## config.mk

```make
export PLATFORM = sky130hd
export DESIGN_NAME = scan_test_ctrl
export DESIGN_NICKNAME = d
export VERILOG_FILES = /design/src/rtl/scan_test_ctrl.sv
export SDC_FILE = /design/constraint.sdc
export NUM_CORES = 1
export LEC_CHECK = 0
export CORE_ASPECT_RATIO = 0.8
export CORE_UTILIZATION = 38
export CTS_CLUSTER_SIZE = 8
export DETAILED_ROUTE_END_ITERATION = 8
export HOLD_SLACK_MARGIN = 0.15
export PLACE_DENSITY = 0.57
export SLEW_MARGIN = 25
export SYNTH_ARGS = -nofsm -noshare
export SYNTH_HDL_FRONTEND = slang
export SYNTH_SLANG_ARGS = --single-unit
```

## constraint.sdc

```tcl
create_clock -name clk -period 4.4 [get_ports clk]
set_input_delay 0.44 -clock clk [delete_from_list [all_inputs] [get_ports clk]]
set_output_delay 0.44 -clock clk [all_outputs]
set_load 0.01 [all_outputs]
```

## src/rtl/scan_test_ctrl.sv

```systemverilog
// rtl/scan_test_ctrl.sv - scan chain test sequencer: shift in, capture, shift out, compare
module scan_test_ctrl #(
  parameter int CHAIN_LEN = 8,
  parameter int CNT_W     = 4,
  parameter int FCNT_W    = 8
) (
  input  logic                 clk,
  input  logic                 rst_n,
  input  logic                 start,
  input  logic [CHAIN_LEN-1:0] pattern_in,
  input  logic [CHAIN_LEN-1:0] expect_in,
  input  logic                 scan_out,
  output logic                 scan_en,
  output logic                 scan_in,
  output logic                 busy,
  output logic                 done,
  output logic                 pass,
  output logic [CHAIN_LEN-1:0] resp_out,
  output logic [FCNT_W-1:0]    fail_cnt
);

  typedef enum logic [2:0] {
    S_IDLE,
    S_SHIFT_IN,
    S_CAPTURE,
    S_SHIFT_OUT,
    S_DONE
  } state_t;

  localparam logic [CNT_W-1:0] LAST = CNT_W'(CHAIN_LEN - 1);

  state_t               state, next_state;
  logic [CNT_W-1:0]     cnt, next_cnt;
  logic [CHAIN_LEN-1:0] pat_q, exp_q, resp_sh;
  logic [CHAIN_LEN-1:0] pat_src, pat_shifted;
  logic                 scan_en_d, scan_in_d, busy_d, done_d;

  always_ff @(posedge clk) begin
    if (!rst_n) begin
      state <= S_IDLE;
      cnt   <= '0;
    end else begin
      state <= next_state;
      cnt   <= next_cnt;
    end
  end

  // Counter restarts at zero on every state change, so it never wraps inside a state.
  always_comb begin
    next_state = state;
    next_cnt   = '0;
    case (state)
      S_IDLE: begin
        if (start) next_state = S_SHIFT_IN;
      end
      S_SHIFT_IN: begin
        if (cnt == LAST) next_state = S_CAPTURE;
        else             next_cnt   = cnt + 1'b1;
      end
      S_CAPTURE: next_state = S_SHIFT_OUT;
      S_SHIFT_OUT: begin
        if (cnt == LAST) next_state = S_DONE;
        else             next_cnt   = cnt + 1'b1;
      end
      S_DONE:  next_state = S_IDLE;
      default: next_state = S_IDLE;
    endcase
  end

  // Outputs are registered, so they are decoded from the upcoming state and count.
  always_comb begin
    pat_src     = (state == S_IDLE) ? pattern_in : pat_q;
    pat_shifted = pat_src >> (LAST - next_cnt);
    scan_en_d   = (next_state == S_SHIFT_IN) || (next_state == S_SHIFT_OUT);
    scan_in_d   = (next_state == S_SHIFT_IN) ? pat_shifted[0] : 1'b0;
    busy_d      = (next_state != S_IDLE);
    done_d      = (next_state == S_DONE);
  end

  always_ff @(posedge clk) begin
    if (!rst_n) begin
      scan_en  <= 1'b0;
      scan_in  <= 1'b0;
      busy     <= 1'b0;
      done     <= 1'b0;
      pass     <= 1'b0;
      resp_out <= '0;
      fail_cnt <= '0;
      pat_q    <= '0;
      exp_q    <= '0;
      resp_sh  <= '0;
    end else begin
      scan_en <= scan_en_d;
      scan_in <= scan_in_d;
      busy    <= busy_d;
      done    <= done_d;
      if (state == S_IDLE && start) begin
        pat_q <= pattern_in;
        exp_q <= expect_in;
      end
      // First sample is chain position CHAIN_LEN-1 and ends up in the MSB.
      if (state == S_SHIFT_OUT) resp_sh <= {resp_sh[CHAIN_LEN-2:0], scan_out};
      if (state == S_DONE) begin
        resp_out <= resp_sh;
        pass     <= (resp_sh == exp_q);
        if (resp_sh != exp_q && fail_cnt != '1) fail_cnt <= fail_cnt + 1'b1;
      end
    end
  end

endmodule
```

* After elaboration in Yosys (flattened, before gate mapping)
Cells that the tools add are included.
** Storage, ports and cells
- Memory bits (writable) :: 0
- Word-level logic and storage cells :: 42
- Bits of input ports :: 20
- Flip-flop bits (word level) :: 52
- Memories kept :: 0
- Output and inout bits :: 21
- Latch bits :: 0
- Memory bits (read-only) :: 0
** Cells by class
- Eq/ne operators :: 11
- Multiplexer cells :: 7
- Shifts and indexed selects :: 1
- Bitwise operators :: 0
- Order comparisons :: 0
- Multiply operators :: 0
- Divide/modulo/power cells :: 0
- Reductions and logical operators :: 8
- Add/subtract/negate cells :: 3
** Operators with widths (count)
- 3-bit case mux with 4 select lines :: 1
- 3-bit by 2-bit == test with 1-bit output (second input constant) :: 3
- 3-bit 2-to-1 mux :: 3
- 8-bit by 1-bit adder with 8-bit output (second input constant) :: 1
- 8-bit == test :: 1
- 4-bit 2-to-1 mux :: 2
- 8-bit 2-to-1 mux :: 1
- 8-bit != test :: 1
- 8-bit != test (second input constant) :: 1
- 8-bit by 4-bit >> shifter with 1-bit output :: 1
- 3-bit by 1-bit == test with 1-bit output (second input constant) :: 2
- 3-bit == test (second input constant) :: 2
- 4-bit by 1-bit adder with 4-bit output (second input constant) :: 1
- 4-bit by 3-bit == test with 1-bit output (second input constant) :: 1
- 2-bit AND reduction :: 2
- 3-bit by 4-bit subtractor with 4-bit output (first input constant) :: 1
- 3-bit logical NOT :: 1
- 3-bit nonzero test :: 1
- 1-bit logical AND :: 2
- 2-bit OR reduction :: 1
- 1-bit logical OR :: 1

* Longest topological paths before layout
- Depth after elaboration :: 5
- Gate-level depth with buffers :: 8
- Mapped depth without buffers :: 6

* Worst setup path after synthesis
OpenSTA, ideal clock, no wires.
- Kind :: flip-flop to flip-flop
- From :: register cnt[0]
- To :: register scan_in
- Data arrival time :: 1.537 ns
- Library setup time :: 0.086 ns
- Period minus slack after synthesis :: 1.623 ns
- Required time :: 4.314 ns
- Cell stages (with the launch flop) :: 7
- Setup slack :: 2.777 ns
- Cells stage by stage :: dfxtp_1 -> ha_1 -> and3b_1 -> or3_4 -> mux2i_1 -> a2bb2oi_1 -> a211oi_1
** On the way
- Cells in the longest elaborated chain, start to end :: 5
** Ends and longest elaborated chain
- start, declared :: RTL line 33 : logic [CNT_W-1:0] cnt, next_cnt;
- start signal, assigned :: RTL line 44 : cnt <= next_cnt;
- 4-bit by 1-bit adder with 4-bit output / 4-bit by 3-bit == test with 1-bit output (equally long branches)
- 4-bit 2-to-1 mux (tied with other cells) :: RTL line 57, 62
- 4-bit 2-to-1 mux / 3-bit case mux with 4 select lines (equally long branches)
- 3-bit by 4-bit subtractor with 4-bit output / 3-bit by 1-bit == test with 1-bit output (equally long branches) :: RTL line 73, 75
- 8-bit by 4-bit >> shifter with 1-bit output / 2-bit AND reduction (equally long branches)
- end signal, assigned :: RTL line 94 : scan_in <= scan_in_d;
- end, declared :: RTL line 14 : output logic scan_in,
Several ways; a longest one is shown, not always the timed one.
A chain may end at the register's enable or synchronous reset.

* Worst setup path in the final report
- From :: input rst_n
- To :: register scan_in
** On the way
- Cells in the longest elaborated chain, start to end :: 1
** Ends and longest elaborated chain
- start, declared :: RTL line 8 : input logic rst_n,
- 2-bit AND reduction (no line)
No other way between the ends.

==> out/results.tsv <==
stage	metric	value	unit
run_status	status	finished clean	
synthesis	synth-seq-area-share	47.1	%
clock_tree	cts_max_level	2	
global_routing	grt-ovfl-total	0	
detailed_routing	via_per_inst	4.83	
timing	setup_viol	0	
worst_setup_path	crit_slowest_cell	clkdlybuf4s50_1	
timing	slew_viol_final	0	
cells_and_area	syn2layout_area_growth	21.9	%
power	p_comb_share	8.6	%
cells_and_area	final_core_util	48.8	%
global_routing	grt_pass1_wl	7190	um
synthesis	synth_area	2210	um2
die	pin_count	41	
cells_and_area	register_area	1040	um2
timing	fin_setup_tns	0	ns
cells_and_area	stdcell_count	363	
worst_setup_path	path_buf_inv	2	
cells_and_area	final_common_cell	nand2_1	
cells_and_area	fin_nets	307	
power	clkPwrFrac	31.5	%
power	sw_frac_of_total	23.5	%
global_routing	antenna_found_initial	0	
cells_and_area	fill_cells	546	
timing	min_period	2.09	ns
worst_setup_path	crit_type	primary input to register	
die	die_y	70.2	um
clock_tree	cts.hold.buffers_added	0	
detailed_routing	firstDrtPassIters	4	
clock_tree	clkSinkCount	52	
synthesis	syn-num-nets	273	
cells_and_area	antenna_cells	0	
power	switching_power	192	uW
global_routing	grt_start_max_net_pins	46	
worst_setup_path	arrival	2.30	ns
global_routing	grt_pass1_vias	1586	
worst_setup_path	required	4.61	ns
worst_setup_path	worstPathCellList	clkdlybuf4s50_1, inv_2, nor3_1, o211a_1, o21ai_0, a211oi_1	
timing	rsz0062_at_grt	no	
detailed_routing	drtIter0Drc	63	
placed_design	dp.cells	356	
cells_and_area	drive_above_1_share	4.91	%
detailed_routing	routed_wl	4300	um
power	p_leak	1.00	nW
power	seqPwrFrac	59.9	%
cells_and_area	multi_input_area	1070	um2
synthesis	synthFlopType	dfxtp_1	
clock_tree	post_cts_buffers	0	
die	start_util	40.0	%
timing	worst_pin_slew	0.755	ns
clock_tree	cts_buffer_depth	2	
synthesis	ys_types	42	
die	dieArea	6130	um2
worst_setup_path	cp-end-kind	register	
worst_setup_path	critical_path.max_fanout	45	
clock_tree	cts_tree	yes	
synthesis	syn_area_per_cell	8.81	um2
clock_tree	clock_latency	0.29	ns
timing	timing.slew.headroom	49.6	%
placed_design	place.gp.congestion	0.755	
worst_hold_path	hp-class	register to register	
worst_setup_path	critPathLaunchType	primary input	
die	core	5530	um2
die	rows	24	
synthesis	ys_ff_latch	52	
power	p_int	626	uW
clock_tree	clockRootBuffer	clkbuf_8	
power	peakVddDrop	0.130	mV
power	power-per-cell-area	304	nW/um2
die	die_w	87.3	um
worst_setup_path	cp_top_family	buffers and inverters	
timing	clock.fmax	0.479	GHz
worst_setup_path	crit_path_max_incr_delay	0.59	ns
timing	hold_viol	0	
clock_tree	path_clk_slew	0.09	ns
job	maxCapViolCount	0	
synthesis	yosys_warnings	0	
placed_design	portBuffers	40	
clock_tree	cts_made_buffers	5	
detailed_routing	antenna_left	0	
timing	post-route-period-util	47.4	%
clock_tree	cts_resized	0	
synthesis	synth_edf_count	0	
synthesis	synthArstFlopShare	0	%
cells_and_area	mostFrequentLayoutCells	nand2_1, dfxtp_1, clkdlybuf4s50_1, a21oi_1, mux2i_1	
detailed_routing	drc	0	
placed_design	dpl.hpwl	2940	um
detailed_routing	wire_per_inst	11.8	um
synthesis	synthesis.instances	251	
timing	skew	0.00274	ns
detailed_routing	num_vias	1752	
global_routing	grt_use_total	14.8	%
## metal layers
layer | wire length (um) | vias up | track usage (%)
met5 | 0 | - | 0
met4 | 25 | 0 | 5.28
met3 | 135 | 2 | 3.55
met2 | 1920 | 23 | 23.1
met1 | 2220 | 802 | 20.0
li1 | - | 925 | -
## synthesized netlist by cell type (2+ instances only)
master | number | area [um2]
a21oi_1 | 32 | 160
o21ai_0 | 8 | 40.0
mux2i_1 | 14 | 140
nor2_1 | 12 | 45.0
nand3_1 | 3 | 15.0
and3_1 | 2 | 12.5
dfxtp_1 | 52 | 1040
clkbuf_1 | 5 | 18.8
nand3b_1 | 2 | 15.0
nor3_1 | 7 | 35.0
or3_1 | 4 | 25.0
o211a_1 | 2 | 20.0
nor3b_1 | 3 | 22.5
and2_1 | 3 | 18.8
ha_1 | 2 | 25.0
buf_6 | 3 | 33.8
xnor2_1 | 9 | 78.8
buf_2 | 2 | 10.0
nand4_1 | 6 | 37.5
nand2_1 | 58 | 218
## logic make-up (layout without fill, tap and decap cells)
group                      Yosys count  count (layout)  share of synthesized area [%]
AOI/OAI and AO/OA                   49              49                           12.9
muxes                               14              14                           6.33
and+or+nand+nor                    110             110                           24.2
DFF                                 52              52                           47.1
adders and majority gates            2               2                           1.13
xor gates and xnor gates            10              10                           3.96
buffers and inverters               14              48                           4.47
## path summary, 6_finish.rpt
| path | startpoint | to | slack [ns] | depth (start not counted) |
|---|---|---|---|---|
| hold reg to reg | resp_out[0]$_SDFFE_PN0P_ | resp_out[0]$_SDFFE_PN0P_ | 0.46 | 2 |
| setup reg to reg | cnt[0]$_SDFF_PN0_ | scan_in$_SDFF_PP0_ | 2.59 | 6 |
| hold / removal | resp_out[0]$_SDFFE_PN0P_ | resp_out[0]$_SDFFE_PN0P_ | 0.46 | 2 |
| setup / recovery | rst_n | scan_in$_SDFF_PP0_ | 2.31 | 6 |
## power groups by stage
| stage | sequential [mW] | clock, mW | combinational [mW] |
|---|---|---|---|
| 2_1_floorplan | 0.499 | 0 | 0.0454 |
| 3_3_place_gp | 0.501 | 0 | 0.0711 |
| 3_5_place_dp | 0.502 | 0 | 0.0720 |
| 4_1_cts | 0.490 | 0.269 | 0.0721 |
| 5_1_grt | 0.492 | 0.283 | 0.0787 |
| 6_report | 0.490 | 0.257 | 0.0707 |
## flip-flops by register name, summed over array words and instances, names as in the netlist
name      flops
exp_q         8
fail_cnt      8
pat_q         8
resp_out      8
resp_sh       8
cnt           4
state         3
busy          1
done          1
pass          1
scan_en       1
scan_in       1
## worst register-to-register path, delay by kind of cell (launching register included)
kind	cells	cell delay, ns
flip-flops	1	0.35
AND/OR/NAND/NOR	2	0.62
adder cells (fa/ha/maj)	1	0.24
multiplexers	1	0.16
AO/OA/AOI/OAI	2	0.37
## cell type report
class	count	share of cell area, %
Clock buffer	5	2.55
Tap cell	78	3.62
Clock inverter	2	0.464
Sequential cell	52	38.6
Multi-Input combinational cell	185	39.8
Timing Repair Buffer	40	14.8
Inverter	1	0.139
## metrics by stage
step	cell area, um2	hold WS (ns)	setup slack [ns]	total power, mW
after CTS	2700	0.461	2.28	0.832
after global routing	2700	0.483	2.16	0.853
after detailed placement	2620	0.448	1.97	0.573
final	2700	0.457	2.31	0.818
after global placement	2620	0.443	2.07	0.573
after floorplan	2210	0.433	2.78	0.544
No activity file was read; power rests on OpenSTA's default activity.
